===== src/rtl/muldiv_iter_if.sv =====
// Handshake and operand bundle between the EX stage and the iterative
// multiply/divide unit. The master (EX) drives the request side, the slave
// (muldiv_iter) returns busy/ready, the result and the divide-by-zero flag.
interface muldiv_iter_if #(
    parameter int WIDTH = 32
) ();
    logic                   start_i;
    logic [1:0]             op_i;
    logic [WIDTH-1:0]       opdata1_i;
    logic [WIDTH-1:0]       opdata2_i;
    logic                   annul_i;
    logic                   busy_o;
    logic                   ready_o;
    logic [2*WIDTH-1:0]     result_o;
    logic                   div_by_zero_o;

    modport master (
        output start_i, op_i, opdata1_i, opdata2_i, annul_i,
        input  busy_o, ready_o, result_o, div_by_zero_o
    );

    modport slave (
        input  start_i, op_i, opdata1_i, opdata2_i, annul_i,
        output busy_o, ready_o, result_o, div_by_zero_o
    );
endinterface


===== src/rtl/muldiv_iter.sv =====
// Iterative multiply/divide unit, one bit per cycle.
// Multiply is shift-add on a 2W accumulator {hi, lo}, with the multiplier
// held in lo and consumed from the LSB. Divide is restoring division on the
// same accumulator viewed as {rem, quot}. Signed operands are reduced to
// magnitudes on accept and the signs are re-applied on the final step.
module muldiv_iter #(
    parameter int WIDTH = 32
) (
    input  logic            clk,
    input  logic            rst,
    muldiv_iter_if.slave    bus
);
    localparam int CW = $clog2(WIDTH) + 1;

    typedef enum logic [1:0] {
        S_IDLE = 2'd0,
        S_CALC = 2'd1,
        S_DONE = 2'd2
    } state_t;

    state_t                 r_state;
    logic [CW-1:0]          r_cnt;
    logic                   r_is_div;
    logic                   r_neg_res;
    logic                   r_neg_rem;
    logic [2*WIDTH-1:0]     r_acc;     // mul: {hi, multiplier}; div: {rem, quot}
    logic [WIDTH-1:0]       r_opb;     // mul: multiplicand; div: divisor
    logic [2*WIDTH-1:0]     r_result;
    logic                   r_ready;
    logic                   r_busy;
    logic                   r_dbz;

    logic                   w_s1;
    logic                   w_s2;
    logic [WIDTH-1:0]       w_mag1;
    logic [WIDTH-1:0]       w_mag2;
    logic                   w_div_zero;

    logic [WIDTH:0]         w_mul_sum;
    logic [2*WIDTH-1:0]     w_mul_next;
    logic [WIDTH:0]         w_div_sh;
    logic [WIDTH+1:0]       w_div_diff;
    logic [2*WIDTH-1:0]     w_div_next;
    logic [2*WIDTH-1:0]     w_step;
    logic [WIDTH-1:0]       w_quot_raw;
    logic [WIDTH-1:0]       w_rem_raw;
    logic [2*WIDTH-1:0]     w_final;

    // Operand conditioning: signs only count in signed mode; most-negative
    // maps onto its own bit pattern, which is the correct unsigned magnitude.
    assign w_s1       = bus.op_i[0] & bus.opdata1_i[WIDTH-1];
    assign w_s2       = bus.op_i[0] & bus.opdata2_i[WIDTH-1];
    assign w_mag1     = w_s1 ? -bus.opdata1_i : bus.opdata1_i;
    assign w_mag2     = w_s2 ? -bus.opdata2_i : bus.opdata2_i;
    assign w_div_zero = bus.op_i[1] && (bus.opdata2_i == '0);

    // One iteration of either algorithm, selected by the latched operation.
    always_comb begin
        w_mul_sum  = {1'b0, r_acc[2*WIDTH-1:WIDTH]}
                   + (r_acc[0] ? {1'b0, r_opb} : {(WIDTH+1){1'b0}});
        // Carry bit lands in the top of the accumulator after the right shift.
        w_mul_next = {w_mul_sum, r_acc[WIDTH-1:1]};

        // Partial remainder after the left shift, W+1 bits wide.
        w_div_sh   = r_acc[2*WIDTH-1:WIDTH-1];
        w_div_diff = {1'b0, w_div_sh} - {2'b00, r_opb};
        if (w_div_diff[WIDTH+1]) begin
            // Negative trial: restore. Bit W of the shifted remainder is 0 here.
            w_div_next = {w_div_sh[WIDTH-1:0], r_acc[WIDTH-2:0], 1'b0};
        end else begin
            w_div_next = {w_div_diff[WIDTH-1:0], r_acc[WIDTH-2:0], 1'b1};
        end

        w_step = r_is_div ? w_div_next : w_mul_next;
    end

    // Sign correction applied to the value produced by the last iteration.
    always_comb begin
        w_quot_raw = w_step[WIDTH-1:0];
        w_rem_raw  = w_step[2*WIDTH-1:WIDTH];
        if (r_is_div) begin
            w_final[WIDTH-1:0]       = r_neg_res ? -w_quot_raw : w_quot_raw;
            w_final[2*WIDTH-1:WIDTH] = r_neg_rem ? -w_rem_raw : w_rem_raw;
        end else begin
            w_final = r_neg_res ? -w_step : w_step;
        end
    end

    // Control FSM with all outputs registered alongside the datapath state.
    always_ff @(posedge clk or posedge rst) begin
        if (rst) begin
            r_state   <= S_IDLE;
            r_cnt     <= '0;
            r_is_div  <= 1'b0;
            r_neg_res <= 1'b0;
            r_neg_rem <= 1'b0;
            r_acc     <= '0;
            r_opb     <= '0;
            r_result  <= '0;
            r_ready   <= 1'b0;
            r_busy    <= 1'b0;
            r_dbz     <= 1'b0;
        end else begin
            case (r_state)
                S_IDLE: begin
                    if (bus.start_i && !bus.annul_i) begin
                        r_is_div  <= bus.op_i[1];
                        r_neg_res <= w_s1 ^ w_s2;
                        r_neg_rem <= w_s1;
                        r_cnt     <= '0;
                        r_busy    <= 1'b1;
                        if (bus.op_i[1]) begin
                            r_acc <= {{WIDTH{1'b0}}, w_mag1};
                            r_opb <= w_mag2;
                        end else begin
                            r_acc <= {{WIDTH{1'b0}}, w_mag2};
                            r_opb <= w_mag1;
                        end
                        if (w_div_zero) begin
                            // No iterations needed; report straight away.
                            r_state  <= S_DONE;
                            r_result <= {bus.opdata1_i, {WIDTH{1'b1}}};
                            r_dbz    <= 1'b1;
                            r_ready  <= 1'b1;
                        end else begin
                            r_state  <= S_CALC;
                            r_dbz    <= 1'b0;
                        end
                    end
                end
                S_CALC: begin
                    if (bus.annul_i) begin
                        r_state <= S_IDLE;
                        r_busy  <= 1'b0;
                    end else begin
                        r_acc <= w_step;
                        r_cnt <= r_cnt + CW'(1);
                        if (r_cnt == CW'(WIDTH - 1)) begin
                            r_state  <= S_DONE;
                            r_result <= w_final;
                            r_ready  <= 1'b1;
                        end
                    end
                end
                S_DONE: begin
                    // Single-cycle ready; annul here changes nothing further.
                    r_state <= S_IDLE;
                    r_ready <= 1'b0;
                    r_busy  <= 1'b0;
                end
                default: begin
                    r_state <= S_IDLE;
                    r_ready <= 1'b0;
                    r_busy  <= 1'b0;
                end
            endcase
        end
    end

    assign bus.busy_o        = r_busy;
    assign bus.ready_o       = r_ready;
    assign bus.result_o      = r_result;
    assign bus.div_by_zero_o = r_dbz;

endmodule


===== src/flat_wrapper.sv =====
// flat-port wrapper written by rule: the top's interface ports become plain ports
module muldiv_iter_flat 
#(
    parameter int WIDTH = 32
)
  (clk, rst, bus_start_i, bus_op_i, bus_opdata1_i, bus_opdata2_i, bus_annul_i, bus_busy_o, bus_ready_o, bus_result_o, bus_div_by_zero_o);
  muldiv_iter_if #(.WIDTH(WIDTH)) bus_i ();
  input  logic clk;
  input  logic rst;
  input wire logic [$bits(bus_i.start_i)-1:0] bus_start_i;
  input wire logic [$bits(bus_i.op_i)-1:0] bus_op_i;
  input wire logic [$bits(bus_i.opdata1_i)-1:0] bus_opdata1_i;
  input wire logic [$bits(bus_i.opdata2_i)-1:0] bus_opdata2_i;
  input wire logic [$bits(bus_i.annul_i)-1:0] bus_annul_i;
  output wire logic [$bits(bus_i.busy_o)-1:0] bus_busy_o;
  output wire logic [$bits(bus_i.ready_o)-1:0] bus_ready_o;
  output wire logic [$bits(bus_i.result_o)-1:0] bus_result_o;
  output wire logic [$bits(bus_i.div_by_zero_o)-1:0] bus_div_by_zero_o;
  assign bus_i.start_i = bus_start_i;
  assign bus_i.op_i = bus_op_i;
  assign bus_i.opdata1_i = bus_opdata1_i;
  assign bus_i.opdata2_i = bus_opdata2_i;
  assign bus_i.annul_i = bus_annul_i;
  assign bus_busy_o = bus_i.busy_o;
  assign bus_ready_o = bus_i.ready_o;
  assign bus_result_o = bus_i.result_o;
  assign bus_div_by_zero_o = bus_i.div_by_zero_o;
  muldiv_iter #(.WIDTH(WIDTH)) u_core (.clk(clk), .rst(rst), .bus(bus_i));
endmodule

===== config.mk =====
export PLATFORM = sky130hd
export DESIGN_NAME = muldiv_iter_flat
export DESIGN_NICKNAME = d
export VERILOG_FILES = /design/src/rtl/muldiv_iter_if.sv /design/src/rtl/muldiv_iter.sv /design/src/flat_wrapper.sv
export SDC_FILE = /design/constraint.sdc
export NUM_CORES = 1
export LEC_CHECK = 0
export ABC_AREA = 0
export BUFFER_PORTS_ARGS = -buffer_cell sky130_fd_sc_hd__buf_2
export CORE_ASPECT_RATIO = 0.7
export CORE_MARGIN = 2
export CORE_UTILIZATION = 27
export CTS_CLUSTER_DIAMETER = 120
export DETAILED_ROUTE_END_ITERATION = 6
export GPL_TIMING_DRIVEN = 0
export PLACE_DENSITY = 0.48
export SLEW_MARGIN = 25
export SYNTH_ARGS = -nofsm -noshare
export SYNTH_HDL_FRONTEND = slang
export SYNTH_SLANG_ARGS = --single-unit

===== constraint.sdc =====
create_clock -name clk -period 10.1 [get_ports clk]
set_input_delay 0 -clock clk [delete_from_list [all_inputs] [get_ports clk]]
set_output_delay 0 -clock clk [all_outputs]
set_load 0.02 [all_outputs]

; Yosys cells after proc, flatten, opt, wreduce, memory -nomap -nowiden
; Index checks and enable logic that the tools add are counted.
; W data, S select, Z words.
[classes]
n_bitwise = 3
addsub = 8
eq_ne = 8
muxes = 36
n_reduce_logical = 12
[op_table]
columns = operator, n
row1 = $mux W64, 10
row2 = $pmux W64 S2, 2
row3 = $mux W32, 7
row4 = $neg A32 Y32, 4
row5 = $neg A64 Y64, 1
row6 = $sub A33 B32 Y34, 1
row7 = $add A32 B33 Y33, 1
row8 = $logic_not A32 Y1, 1
row9 = $mux W6, 2
row10 = $pmux W6 S2, 1
row11 = $mux W2, 4
row12 = $mux W1, 7
row13 = $add A6 B1 Y6 const B, 1
row14 = $eq A6 B5 Y1 const B, 1
row15 = $ne A2 B1 Y1 const B, 3
row16 = $reduce_and A2 Y1, 3
row17 = $reduce_and A5 Y1, 1
row18 = $ne A2 B2 Y1 const B, 2
row19 = $pmux W1 S2, 2
row20 = $pmux W2 S2, 1
row21 = $reduce_and A4 Y1, 1
row22 = $ne A3 B2 Y1 const B, 1
row23 = $reduce_and A3 Y1, 1
row24 = $and A1 B1 Y1, 2
row25 = other kinds (6), 7
[word_totals]
regBits = 174
word_cells = 78
output_inout_bits = 67

; Longest topological paths before layout
; Gate-level depths: netlist (run 1).
[depth]
depth_word = 9
depth_mapped = 22
ltp_nobuf = 20

; Least setup slack after synthesis (run 1)
; OpenSTA, ideal clock, no wires.
[synth_path]
path_kind = register -> register
start = register u_core.r_is_div
end = register u_core.r_result[58] (netlist: u_core.bus.result_o[58])
setup_slack_ps = 5242
path_stages_with_launch = 20
required_ps = 9973
synth_period_minus_slack_ps = 4858
arrival_time_ps = 4732
setup_time_ps = 127
path_cell_list = dfrtp_1 > clkbuf_1 > buf_2 > clkbuf_1 > buf_2 > buf_2 > buf_1 > buf_1 > mux2i_1 > ha_1 > o21ai_0 > nor3_1 > nand3_1 > or2_2 > or2_2 > nand2_1 > nand3_1 > nand3b_1 > mux2i_1 > nand3_1
[synth_via]
elab_chain_cells = 7
elab_cells_between_ends = 9
cone_classes = 2 x add/sub / 7 x mux
[synth_lines]
columns = item, line_no
row1 = start: declaration, muldiv_iter.sv:23  ; logic r_is_div;
row2 = start signal: assignment, muldiv_iter.sv:107  ; r_is_div <= bus.op_i[1];
row3 = $mux W64, muldiv_iter.sv:74  ; w_step = r_is_div ? w_div_next : w_mul_next;
row4 = $neg A64 Y64 / $neg A32 Y32 (equally long branches), "muldiv_iter.sv:85, muldiv_iter.sv:83"
row5 = $mux W64 / $mux W32 (equally long branches), "muldiv_iter.sv:85, muldiv_iter.sv:83"
row6 = $mux W64 *, muldiv_iter.sv:81  ; if (r_is_div) begin
row7 = $mux W64 *, muldiv_iter.sv:138  ; if (r_cnt == CW'(WIDTH - 1)) begin
row8 = $mux W64 *, muldiv_iter.sv:132  ; if (bus.annul_i) begin
row9 = $pmux W64 S2 *, muldiv_iter.sv:104  ; case (r_state)
row10 = end signal: assignment, muldiv_iter.sv:122  ; r_result <= {bus.opdata1_i, {WIDTH{1'b1}}};
row11 = end signal: assignment, muldiv_iter.sv:140  ; r_result <= w_final;
row12 = end: declaration, muldiv_iter.sv:28  ; logic [2*WIDTH-1:0] r_result;
; Every way passes the cells marked *; elsewhere a longest branch is shown, timed or not. The select of a mux whose other input is x is not followed.
; A chain may end at the register's enable or synchronous reset.

; Worst setup path in the final report (run 1)
[layout_path]
start = register u_core.r_is_div
end = register u_core.r_result[34] (netlist: u_core.bus.result_o[34])
; Same word-level chain as after synthesis.

==> run metrics, run 1 <==
Synth Warn # 0; actual slew at the worst max-slew pin 1.16 ns; fin nets between 2000 and 2500; cell mode on critical path buf_2; Design Area, Final 18600 µm²; Top Ports 137; die width 296 µm; worst setup path end u_core.bus.result_o[34]$_DFFE_PP0P_; Placed Instances ~3100; Tmin final 8.93 ns; vias in the first global route 16500; Synth Cell Area between 15000 and 20000 µm²; RR Startpoint u_core.r_is_div$_DFFE_PP0P_; Area contributors post-synth dfrtp_1 27%, a21oi_1 6.8%, o21ai_0 6.1%; Critical Path AT between 9 and 10 ns; clock slew at reported path FFs 0.08 ns; CP peak stage delay around 0.86 ns; share of the synthesized area in the top cell type 0.271; number of flops mapped to enable cells by yosys 0; leading area contributor after synthesis dfrtp_1; routed len/inst 26.7 µm; via count 18200; diode count 0; Worst R2R Path Depth 19; HPWL after detailed placement 68.3 mm; worst r2r dst u_core.bus.result_o[34]$_DFFE_PP0P_; Die Height 208 µm; top routing layer in use met4; Layout Skew 0.0175 ns; via density per instance 5.83; Core ar. 58600 µm²; Finished Layout Cells between 3000 and 4000; clk_lat worst skew 0.49 ns; root buffer cell clkbuf_16; Setup TNS 0 ns; TritonCTS clock tree done; global route total overflow 0; peak supply drop 0.137 mV; count of maximum capacitance violations 0; layout cell share with drive strength beyond 1 0.114; Adder-Cell Fraction of Synth Area 0.0562; Remaining DRCs 3; crit path kind register to register; Starting Density 0.274; Register Area 4350 µm²; placed cell area 17900 µm²; CTS Buffer Depth 2; Layout fillers 6394; Max-slew headroom 0.224; Hold Vio Cnt, Final 0; die area 61600 µm²; crit path max-delay cell type buf_1; asr flop ratio synth 1.00; #FFs+latches synth 174; unrepaired setup endpoints after global routing no; Core Rows 74; Lkg Pwr 7.57 nW; failing checks design-rule violations; achievable frequency 0.112 GHz; outcome finished with violations; Required @ worst endpoint 10.42 ns; global-route wire length before repair roughly 120 mm; initial antenna violation count 6; post_cts resized 0; Worst Path Max Fanout 10; Synth Area in Compound Gates 0.276; simple-gate share of the synthesized area 0.234; H-tree Lvls 4; Post-Synth XOR/XNOR Area 0.0779; met2 routed WL ~30 mm; Antenna Violating Nets Remaining 0; final setup fails 0; worst min path class input port to register; Total Routed Length 83.3 mm; main combinational cell family by area after synthesis compound AO/OA/AOI/OAI gates; Primary FF master, synth dfrtp_1; GPL Wtd Cong 0.994; DRT met1 WL around 42 mm; multiplexer share of the synthesized area 0.0373; area of the multi-input gates between 10000 and 15000 µm²; PD cells approximately 260 nW/µm²; Netlist cell types 90; Tcrit/Tclk final 0.884; drt pass-1 iters 7; final core occ 0.318; CTS sink count around 170; Post-Syn Instances about 2100; Worst setup EP type register; sequential share of the synthesized area 0.271; syn_area_per_cell 7.54 µm²; gr usage total 0.266; total CTS buffers 17; Worst setup SP type register; area delta synth->final 15.7%; max-slew violation count 0; FF-to-FF setup slack 1.17 ns; Setup crit start u_core.r_is_div$_DFFE_PP0P_; Buffers on Ports 136; DR iter-0 viols 2659; Critical Path, Cell by Cell clkbuf_1 -> buf_2 -> clkbuf_2 -> buf_2 -> buf_2 -> buf_1 -> buf_2 -> mux2i_1 -> ha_1 -> o21ai_0 -> nor3_1 -> nand3_1 -> or2_2 -> or2_2 -> nand2_1 -> o21ai_0 -> xnor2_1 -> mux2i_1 -> o21ai_0; Syn Nets 2274; pin count of the biggest net entering global routing 76; metal3 WL 9.74 mm
-- synthesized netlist by cell type, types with 8 or more instances --
library cell,instances
buf_1,12
inv_1,77
nor2b_1,18
nor3_1,60
o21ai_1,10
o21a_1,9
ha_1,69
a31oi_1,19
a31o_2,8
clkbuf_1,79
or2_2,13
o31ai_1,20
buf_2,23
nor4_1,14
or4_1,9
xnor2_1,83
or3_1,26
nand2_1,237
a21oi_1,219
xor2_1,60
nand4_1,31
dfrtp_1,174
o21bai_1,8
nor2_1,219
and2_1,43
o21ai_0,197
o22ai_1,17
o41ai_1,17
a211oi_1,26
nand2b_1,18
o211ai_1,18
and3_1,25
a22o_1,12
nand3_1,37
mux2i_1,52
a21o_1,33
-- logic make-up after synthesis --
family / count (synthesis)
mux: 59
simple gates: 784
fa+ha+maj: 71
flops: 174
compound gates: 706
buf+inv: 196
xor+xnor: 143
-- cell usage in the layout, fill, tap and decap left out, drive strengths merged, types with 25 or more instances in the layout --
| master | netlist | final |
|---|---|---|
| nor2 | 219 | 219 |
| and3 | 25 | 25 |
| a21o | 33 | 33 |
| o21ai | 209 | 209 |
| nand2 | 237 | 237 |
| a21oi | 225 | 225 |
| nor3 | 62 | 62 |
| nand4 | 32 | 32 |
| dfrtp | 174 | 174 |
| mux2i | 52 | 52 |
| ha | 69 | 69 |
| clkbuf | 79 | 96 |
| a211oi | 27 | 27 |
| xor2 | 60 | 60 |
| or3 | 26 | 26 |
| buf | 38 | 179 |
| xnor2 | 83 | 83 |
| inv | 77 | 82 |
| nand3 | 38 | 38 |
| and2 | 43 | 43 |
-- timing repair --
action / in CTS / in global routing
setup endpoints to repair: 0 / 0
endpoints found under the hold margin: 90 / 0
buffers inserted: 0 / 0
hold buffers: 18 / 0
-- routing by layer --
layer,GRT usage,vias to the layer above
met5,0,-
met4,0.0431,0
met3,0.0719,58
met2,0.329,1027
met1,0.440,8989
li1,-,8124
-- stage by stage --
stage	power (mW)	setup WS [ns]	hold slack (ns)
finish	4.83	1.17	0.0192
floorplan	2.96	5.24	0.0735
detailed placement	4.03	1.88	0.122
global placement	3.99	1.04	0.293
CTS	4.73	1.85	0.000979
global route	5.10	1.16	0.0407
-- layout make-up --
cell class	count	area share
flip-flops and latches	174	0.234
clock buffers	17	0.0229
inverters	79	0.0163
repair buffers	159	0.0501
well taps	798	0.0536
plain buffers	117	0.0262
multi-input cells	1763	0.590
clock inverters	15	0.00706
-- how the worst min path moves through the flow --
stage	startpoint	to	slack (ns)	cells after the start
floorplan	bus_annul_i	u_core.r_state[0]$_DFFE_PP0P_	0.07	1
global placement	bus_annul_i	u_core.r_state[0]$_DFFE_PP0P_	0.29	2
detailed placement	rst	u_core.bus.result_o[30]$_DFFE_PP0P_	0.12	2
CTS	bus_opdata1_i[28]	u_core.bus.result_o[60]$_DFFE_PP0P_	0.001	4
global route	bus_opdata1_i[27]	u_core.bus.result_o[59]$_DFFE_PP0P_	0.04	4
finish	bus_opdata2_i[12]	u_core.r_opb[12]$_DFFE_PP0P_	0.02	4
-- critical path: cells and delay by family, from the launching register on --
kind	cells	cell delay [ns]
AO/OA/AOI/OAI	3	0.54
XOR/XNOR	1	0.17
adder cells (fa/ha/maj)	1	0.24
buffers and inverters	7	4.10
flip-flops	1	0.32
multiplexers	2	1.15
AND/OR/NAND/NOR	5	2.19
-- registers in the layout (all words and copies together), names as in the netlist, 2 cells and up --
register             flops
u_core.r_opb            32
u_core.r_state           2
u_core.r_cnt             6
u_core.bus.result_o     64
u_core.r_acc            64
-- power breakdown --
part           internal (mW)  switching, mW  total (mW)  leakage [nW]
sequential             0.863          0.200        1.06          2.03
combinational          0.995           2.09        3.08          5.27
clock                  0.323          0.361       0.684         0.269
Power figures use the tool's default switching activity.
==> run 2, diff against run 1 <==
--- a/config.mk
+++ b/config.mk
@@ -6,14 +6,14 @@
 export NUM_CORES = 1
 export LEC_CHECK = 0
 export ABC_AREA = 0
-export BUFFER_PORTS_ARGS = -buffer_cell sky130_fd_sc_hd__buf_2
 export CORE_ASPECT_RATIO = 0.7
 export CORE_MARGIN = 2
 export CORE_UTILIZATION = 27
 export CTS_CLUSTER_DIAMETER = 120
 export DETAILED_ROUTE_END_ITERATION = 6
+export DONT_BUFFER_PORTS = 1
 export GPL_TIMING_DRIVEN = 0
-export PLACE_DENSITY = 0.48
+export PLACE_DENSITY = 0.46
 export SLEW_MARGIN = 25
 export SYNTH_ARGS = -nofsm -noshare
 export SYNTH_HDL_FRONTEND = slang
==> constraint.sdc (replaced) <==
create_clock -name clk -period 10.1 [get_ports clk]
set_input_delay 0 -clock clk [delete_from_list [all_inputs] [get_ports clk]]
set_output_delay 0 -clock clk [all_outputs]
set_load 0.01 [all_outputs]
==> run 2 against run 1 <==
Against the previous run: the run now ends clean; non-clock buffer count shrank 87; routed wire length up 2.5%; die area stayed put; worst hold slack worse by 0.013 ns; critical path depth did not move; first-iteration DRC count shrank 10%; worst setup slack improved by 0.12 ns; power shrank 1.1%.
==> run metrics, run 2 (synthesis results as in run 1) <==
CTS Buffer Depth 2; Layout fillers 6377; Worst R2R Path Depth 19; Hold EP u_core.r_opb[6]$_DFFE_PP0P_; Starting Density 0.274; CP peak stage delay 0.82 ns; global-route wire length before repair ~120 mm; drt pass-1 iters 6; total power 4.78 mW; most frequent cells in the layout 237 x nand2_1, 219 x nor2_1, 219 x a21oi_1, 196 x o21ai_0, 174 x dfrtp_1; Total Routed Length 85.3 mm; GPL Wtd Cong between 0.9 and 1; Die Height around 210 µm; Tcrit/Tclk final 0.873; die area 61600 µm²; achievable frequency 0.113 GHz; Critical Path AT slightly above 9 ns; commonest non-fill, non-tap cell in the layout nand2_1; postcts setup bufs 0; Top Ports 137; max-slew violation count 0; Critical path buffers and inverters 7; layout cell share with drive strength beyond 1 0.0581; via density per instance 5.90; gr usage total 0.272; count of maximum capacitance violations 0; min-delay src bus_opdata2_i[6]; total CTS buffers 17; PD cells 259 nW/µm²; CP delay by family, top buffers and inverters; clk_lat worst skew between 0.4 and 0.5 ns; pin count of the biggest net entering global routing 82; RR Startpoint u_core.r_is_div$_DFFE_PP0P_; Register Area 4350 µm²; Placed Instances 2935; routed len/inst 28.1 µm; die width 296 µm; fin nets 2365; Antenna Violating Nets Remaining 0; CTS sink count 174; Hold Vio Cnt, Final 0; clock slew at reported path FFs roughly 0.080 ns; area delta synth->final 14.7%; global route total overflow 0; Core Rows 74; post_cts resized 0; TritonCTS clock tree done; outcome finished, final reports clean; cell mode on critical path buf_2; root buffer cell clkbuf_16; worst min path class input port to register; unrepaired setup endpoints after global routing no; vias in the first global route roughly 16000; Required @ worst endpoint 10.44 ns; DR iter-0 viols approximately 2400; H-tree Lvls 4; HPWL after detailed placement approximately 68 mm; Worst Path Max Fanout 10; worst r2r dst u_core.bus.result_o[34]$_DFFE_PP0P_; peak supply drop around 0.14 mV; Setup TNS 0 ns; initial antenna violation count 9; area of the multi-input gates around 11000 µm²; crit path max-delay cell type buf_1; crit path kind register to register; Finished Layout Cells 3038; Lkg Pwr 7.30 nW; Worst setup EP type register; Worst setup SP type register; stages on the worst setup path 19; final setup fails 0; FF-to-FF setup slack 1.29 ns; via count 17900; Hold Path Cell Cnt 5; Remaining DRCs 0; Tmin final 8.81 ns; actual slew at the worst max-slew pin 1.11 ns; Max-slew headroom 0.255; Core ar. 58600 µm²; Critical Path, Cell by Cell clkbuf_1 -> buf_2 -> clkbuf_2 -> buf_2 -> buf_2 -> buf_1 -> buf_2 -> mux2i_1 -> ha_1 -> o21ai_0 -> nor3_1 -> nand3_1 -> or2_2 -> or2_2 -> nand2_1 -> o21ai_0 -> xnor2_1 -> mux2i_1 -> o21ai_0; Buffers on Ports 0; Layout Skew 0.0164 ns
==> run 2: changes by cell type in the layout (fill, tap and decap cells not counted), sizes merged <==
cell	previous run	this run
buf	179	42
dlygate4sd3	18	68
diode	0	3
clkinv	10	7
bufinv	0	1
clkbuf	96	98
==> run 2: worst reg2reg max path, cell delays in order, from the launching register on <==
cell,delay (ns)
dfrtp_1,0.32
clkbuf_1,0.59
buf_2,0.55
clkbuf_2,0.62
buf_2,0.53
buf_2,0.44
buf_1,0.83
buf_2,0.65
mux2i_1,0.35
ha_1,0.24
o21ai_0,0.17
nor3_1,0.56
nand3_1,0.36
or2_2,0.47
or2_2,0.43
nand2_1,0.33
o21ai_0,0.19
xnor2_1,0.16
mux2i_1,0.72
o21ai_0,0.16
==> run 2: final cells by class <==
cell class | instances | share of cell area
inverter | 79 | 0.0165
tap | 798 | 0.0541
multi-input combinational | 1763 | 0.595
buffer | 117 | 0.0266
clock inverter | 13 | 0.00705
timing repair buffer | 72 | 0.0405
antenna | 3 | 0.000407
sequential | 174 | 0.236
clock buffer | 19 | 0.0240
==> run 2: power breakdown <==
part / total, mW / internal, mW / switching, mW / leakage [nW]
Combinational: 2.96 / 0.965 / 2.00 / 4.99
Clock: 0.705 / 0.352 / 0.352 / 0.278
Sequential: 1.11 / 0.863 / 0.246 / 2.03
Total: 4.78 / 2.18 / 2.60 / 7.30
==> run 2: worst max path at each step <==
stage	from	end
after floorplan	u_core.r_is_div$_DFFE_PP0P_	u_core.bus.result_o[58]$_DFFE_PP0P_
after global placement	u_core.r_is_div$_DFFE_PP0P_	u_core.bus.result_o[34]$_DFFE_PP0P_
after detailed placement	u_core.r_is_div$_DFFE_PP0P_	u_core.bus.result_o[34]$_DFFE_PP0P_
after CTS	u_core.r_is_div$_DFFE_PP0P_	u_core.bus.result_o[34]$_DFFE_PP0P_
after global routing	u_core.r_is_div$_DFFE_PP0P_	u_core.bus.result_o[34]$_DFFE_PP0P_
final	u_core.r_is_div$_DFFE_PP0P_	u_core.bus.result_o[34]$_DFFE_PP0P_
==> run 2: per-layer routing <==
metal | part of all wire | up-vias | track usage
li1 | - | 7936 | -
met1 | 0.47 | 8795 | 0.407
met2 | 0.36 | 1071 | 0.336
met3 | 0.14 | 106 | 0.131
met4 | 0.019 | 14 | 0.0588
met5 | 0.0060 | - | 0.0543
==> run 2: repair_timing <==
action / 4_1_cts / 5_1_grt
hold buffers: 68 / 0
hold endpoints to repair: 209 / 0
endpoints found under the setup margin: 0 / 0
==> run 2: metrics by stage <==
stage	setup WS (ns)	utilization	hold WS, ns	instance area, µm²
after floorplan	5.24	-	0.0735	16100
after global placement	0.892	0.292	0.0801	17100
after detailed placement	1.77	0.293	-0.0246	17200
after CTS	1.75	0.315	0.000526	18400
after global routing	1.28	0.315	0.00625	18500
final	1.29	0.315	0.00590	18500
